**src/rtl/spi_flash_reader.sv**
```systemverilog
// Sequencer for the SPI byte engine: optional wake (0xAB), then READ + 24-bit address, then
// len dummy bytes whose received values are streamed out on a valid/ready interface.
module spi_flash_reader #(
    parameter int unsigned LEN_W       = 16,
    parameter logic [7:0]  CMD_READ    = 8'h03,
    parameter bit          WAKE_EN     = 1'b1,
    parameter int unsigned WAKE_CYCLES = 64
) (
    input  logic             clk,
    input  logic             reset,
    input  logic             start,
    input  logic [23:0]      addr,
    input  logic [LEN_W-1:0] len,
    output logic             busy,
    output logic             done,
    output logic [7:0]       data,
    output logic             data_valid,
    input  logic             data_ready,
    output logic             spi_load,
    output logic [15:0]      spi_in,
    input  logic [15:0]      spi_out
);

    localparam logic [15:0] SpiDesel = 16'h0100;
    localparam logic [7:0]  CmdWake  = 8'hAB;
    localparam int unsigned CntW     = (WAKE_CYCLES > 1) ? $clog2(WAKE_CYCLES) : 1;

    typedef enum logic [3:0] {
        StInit, StIdle, StWake, StWdesel, StWwait, StCmd,
        StA2, StA1, StA0, StData, StDesel, StDone
    } state_e;

    // Sub-phase of every byte send: load pulse, ignored cycle, wait for SPI idle, hold for consumer
    typedef enum logic [1:0] {PhLoad, PhSkip, PhWait, PhHold} phase_e;

    state_e           state;
    phase_e           phase;
    logic [23:0]      addr_q;
    logic [LEN_W-1:0] remaining;
    logic [CntW-1:0]  wait_cnt;
    logic             spi_busy;
    logic             unused_spi_out;

    assign spi_busy       = spi_out[15];
    assign unused_spi_out = ^spi_out[14:8];

    function automatic state_e hdr_next(input state_e s);
        case (s)
            StCmd:   return StA2;
            StA2:    return StA1;
            StA1:    return StA0;
            default: return StData;
        endcase
    endfunction

    function automatic logic [7:0] hdr_byte(input state_e s, input logic [23:0] a);
        case (s)
            StA2:    return a[23:16];
            StA1:    return a[15:8];
            StA0:    return a[7:0];
            default: return 8'h00;
        endcase
    endfunction

    always_ff @(posedge clk) begin
        if (reset) begin
            state      <= StInit;
            phase      <= PhLoad;
            busy       <= 1'b1;
            done       <= 1'b0;
            data       <= 8'h00;
            data_valid <= 1'b0;
            spi_load   <= 1'b0;
            spi_in     <= 16'h0000;
            addr_q     <= 24'h000000;
            remaining  <= '0;
            wait_cnt   <= '0;
        end else begin
            spi_load <= 1'b0;
            done     <= 1'b0;
            unique case (state)
                // Force CSX high in case reset landed mid-transfer
                StInit: begin
                    spi_load <= 1'b1;
                    spi_in   <= SpiDesel;
                    busy     <= 1'b0;
                    state    <= StIdle;
                end
                StIdle: begin
                    if (start) begin
                        addr_q    <= addr;
                        remaining <= len;
                        busy      <= 1'b1;
                        phase     <= PhLoad;
                        if (len == '0) begin
                            done  <= 1'b1;
                            state <= StDone;
                        end else if (WAKE_EN) begin
                            state    <= StWake;
                            spi_load <= 1'b1;
                            spi_in   <= {8'h00, CmdWake};
                        end else begin
                            state    <= StCmd;
                            spi_load <= 1'b1;
                            spi_in   <= {8'h00, CMD_READ};
                        end
                    end
                end
                StWake, StCmd, StA2, StA1, StA0, StData: begin
                    unique case (phase)
                        PhLoad: phase <= PhSkip;
                        // SPI busy is registered a cycle late, so this cycle's flag is stale
                        PhSkip: phase <= PhWait;
                        PhWait: begin
                            if (!spi_busy) begin
                                if (state == StData) begin
                                    data       <= spi_out[7:0];
                                    data_valid <= 1'b1;
                                    remaining  <= remaining - LEN_W'(1);
                                    phase      <= PhHold;
                                end else if (state == StWake) begin
                                    state    <= StWdesel;
                                    spi_load <= 1'b1;
                                    spi_in   <= SpiDesel;
                                end else begin
                                    state    <= hdr_next(state);
                                    phase    <= PhLoad;
                                    spi_load <= 1'b1;
                                    spi_in   <= {8'h00, hdr_byte(hdr_next(state), addr_q)};
                                end
                            end
                        end
                        PhHold: begin
                            // CSX stays low while stalled; the flash keeps its read pointer
                            if (data_ready) begin
                                data_valid <= 1'b0;
                                spi_load   <= 1'b1;
                                if (remaining == '0) begin
                                    state  <= StDesel;
                                    spi_in <= SpiDesel;
                                end else begin
                                    phase  <= PhLoad;
                                    spi_in <= 16'h0000;
                                end
                            end
                        end
                    endcase
                end
                StWdesel: begin
                    wait_cnt <= CntW'(WAKE_CYCLES - 1);
                    state    <= StWwait;
                end
                StWwait: begin
                    if (wait_cnt == '0) begin
                        state    <= StCmd;
                        phase    <= PhLoad;
                        spi_load <= 1'b1;
                        spi_in   <= {8'h00, CMD_READ};
                    end else begin
                        wait_cnt <= wait_cnt - CntW'(1);
                    end
                end
                StDesel: begin
                    done  <= 1'b1;
                    state <= StDone;
                end
                StDone: begin
                    busy  <= 1'b0;
                    state <= StIdle;
                end
                default: state <= StInit;
            endcase
        end
    end

endmodule
```
**config.mk**
```make
export PLATFORM = sky130hd
export DESIGN_NAME = spi_flash_reader
export DESIGN_NICKNAME = d
export VERILOG_FILES = /design/src/rtl/spi_flash_reader.sv
export SDC_FILE = /design/constraint.sdc
export NUM_CORES = 1
export LEC_CHECK = 0
export ABC_CLOCK_PERIOD_IN_PS = 2700
export CORE_MARGIN = 10
export CORE_UTILIZATION = 44
export DETAILED_ROUTE_END_ITERATION = 7
export PLACE_DENSITY_LB_ADDON = 0.3
export SLEW_MARGIN = 20
export SYNTH_ARGS = -nofsm -noshare
export SYNTH_HDL_FRONTEND = slang
export SYNTH_SLANG_ARGS = --single-unit
```
**constraint.sdc**
```tcl
create_clock -name clk -period 2.7 [get_ports clk]
set_input_delay 0.675 -clock clk [delete_from_list [all_inputs] [get_ports clk]]
set_output_delay 0.675 -clock clk [all_outputs]
set_load 0.01 [all_outputs]
```
==> results of run 1 <==
cell usage after synthesis (all sizes together), types with 3 or more instances:
library cell / n
dfxtp: 73
clkbuf: 30
a21oi: 60
mux2i: 14
nand4: 4
mux2: 8
or3: 5
nor3: 14
nor4: 9
a22oi: 8
and2: 7
o21ai: 44
nand2b: 5
or4: 3
nor3b: 3
and3: 3
o211ai: 8
nor2: 33
nor2b: 6
nor4b: 4
o21a: 3
nand2: 75
a211oi: 9
a31oi: 6
buf: 18
nand3: 19
inv: 8
xor2: 3
kinds of logic (layout without fill, tap and decap cells):
kind of cell,Yosys count,in the layout,synth area share
DFF,73,73,0.363
and+or+nand+nor,201,201,0.254
buffers and inverters,56,118,0.0658
muxes,22,22,0.0571
AOI/OAI and AO/OA,164,164,0.246
adders and majority gates,2,2,0.00621
xor gates and xnor gates,3,3,0.00652
other,1,7,0.000931
metal layers:
| metal | share of wire | vias to the layer above | GRT usage |
|---|---|---|---|
| li1 | - | 2005 | - |
| met1 | 0.45 | 1867 | 0.201 |
| met2 | 0.46 | 154 | 0.269 |
| met3 | 0.075 | 20 | 0.0388 |
| met4 | 0.017 | 0 | 0.0592 |
| met5 | 0 | - | 0 |
power by group:
part           internal, mW  switching [mW]  leakage [nW]
combinational         0.885            1.13          1.05
clock                 0.434           0.447        0.0960
sequential             1.28           0.237         0.593
total                  2.60            1.82          1.74
layout make-up:
| type | instances | share of cell area |
|---|---|---|
| inverters | 8 | 0.00595 |
| multi-input cells | 399 | 0.463 |
| repair buffers | 94 | 0.175 |
| flip-flops and latches | 73 | 0.289 |
| well taps | 108 | 0.0268 |
| clock inverters | 7 | 0.0159 |
| clock buffers | 9 | 0.0245 |
worst max-delay path: cells and delay by family:
kind,cells,cell delay (ns)
AOI/OAI and AO/OA,3,0.67
and+or+nand+nor,2,0.60
buffers and inverters,2,0.61
worst max-delay path by stage:
stage,from,endpoint,slack [ns],cells after the start
after global routing,remaining[0],spi_in[8],0.24,7
after floorplan,len[11],spi_in[8],0.74,5
after CTS,len[1],spi_in[0],0.40,8
final,len[3],spi_in[0],0.37,7
after detailed placement,len[1],spi_in[0],0.05,8
after global placement,len[1],spi_in[0],0.06,8
registers in the layout (all words and copies together), names as in the netlist:
signal,count
spi_in,9
remaining,16
phase,2
wait_cnt,6
data,8
done,1
spi_load,1
data_valid,1
busy,1
state,4
addr_q,24
stage by stage:
| stage | total power, mW | hold WS, ns | setup WS, ns | area [um^2] |
|---|---|---|---|---|
| detailed placement | 3.53 | 0.444 | 0.0485 | 4850 |
| global route | 4.74 | 0.476 | 0.241 | 5050 |
| CTS | 4.42 | 0.457 | 0.398 | 5050 |
| finish | 4.42 | 0.456 | 0.373 | 5050 |
| floorplan | 2.95 | 0.433 | 0.741 | 4050 |
| global placement | 3.49 | 0.439 | 0.0589 | 4850 |
==> metrics.yaml, run 1 <==
setup_path:
  reg2reg_to: "spi_in[8]"
  crit_path_max_fanout: 9
  crit_type: "in -> reg"
  critPathMaxStageDelay_ns: 0.42
  worst_setup_path_end_kind: "flop"
  crit_chain: "clkdlybuf4s50_1 > nor4_1 > nand4_1 > buf_4 > a22o_1 > o211ai_1 > a21oi_1"
  arrival_ns: 2.56
  ff2ff_setup_slack_ns: 0.39
  startpoint_type: "primary input"
  ff2ff_path_depth: 7
  crit_required_ns: 2.93
  slowest_stage: "clkdlybuf4s50_1"
  r2r_start: "remaining[0]"
sta:
  finClkSkew_ns: 0.00793
  max_freq_ghz: 0.430
  period_share: 0.862
  hold_violations: 0
  min_period_ns: 2.33
  drv_slew: 0
  slew_headroom: 0.529
  fin_setup_tns_ns: 0
  worst_slew_pin_slew_ns: 0.706
  finalSetupViolCount: 0
  rsz0062_at_grt: "no"
routing:
  routed_via_density: 5.80
  ant_nets: 0
  drc: 0
  routed_wl_um: 11100
  wire_per_inst_um: 15.9
  routed-via-count: 4046
  first_iter_violations: 271
  firstDrtPassIters: 5
logic_synthesis:
  yosys_warnings: 0
  synth_edf_count: 0
  synth_ff_type: "dfxtp_1"
  synth_top_area_cell: "dfxtp_1"
  synth_area_um2: 4030
  ys_seq_area_frac: 0.363
  ys_types: 64
  postSynthAreaPerCell_um2: 7.72
  async_reset_ff_frac: 0
  netlist_top_cells_area: "dfxtp_1 36%, a21oi_1 7.5%, nand2_1 7.0%, o21ai_0 5.3%, mux2i_1 3.5%"
  synth_cells: 522
  ys_ff_latch: 73
  synth_top_area_frac: 0.363
floorplanning:
  fp.dieH_um: 116
  boundaryPins: 88
  fp.dieArea_um2: 13400
  rows: 34
  core_area_um2: 8810
  die_w_um: 116
  start_util: 0.458
cts:
  cts_buffer_depth: 2
  htreeDepth: 3
  cts.sinks: 73
  root_buffer: "clkbuf_8"
  cts_hold_buf: 0
  cts_resized: 0
  cts_tree: "done"
  cts_buffers: 9
  path_clk_slew_ns: 0.08
  post_cts_buffers: 0
  clkLatencyLatePin_ns: 0.35
placed_design:
  dp_hpwl_um: 7940
  placedCellCount: 682
  port_buffers: 73
  place_congestion: 0.925
finish:
  num_antenna_cells: 0
  area_growth_pct: 25.3
  fin_nets: 647
  fin_util: 0.573
  multi_input_area_um2: 2340
  layout_common_cells: "75 x nand2_1, 73 x dfxtp_1, 72 x clkdlybuf4s50_1"
  n_fill_cell: 837
  seqCellArea_um2: 1460
  final_common_cell: "nand2_1"
  fin_cells: 698
  drive_gt1_frac: 0.100
global_routing:
  grt_usage: 0.162
  antenna_found_initial: 0
  grt_pass1_wl_um: 18000
  grt_start_max_net_pins: 32
  overflow: 0
  grt_pass1_vias: 3780
power:
  p_leak_nw: 1.74
  power.density_nw_per_um2: 875
  max-vdd-ir-drop_mv: 0.440
min_path:
  min_path_cells: 2
  hold_class: "reg -> reg"
  hold_start: "addr_q[7]"
  holdPathEnd: "addr_q[7]"
status:
  outcome: "completed"
job:
  max_cap_violations: 0
Note: power is estimated with default switching activity, not from simulation.
==> run 2: changes to the inputs <==
- CTS_BUF_LIST: default -> sky130_fd_sc_hd__clkbuf_4 sky130_fd_sc_hd__clkbuf_8 sky130_fd_sc_hd__clkbuf_16
==> results of run 2 <==
Same layout as run 1: the final DEF is identical, and so are final timing and power.
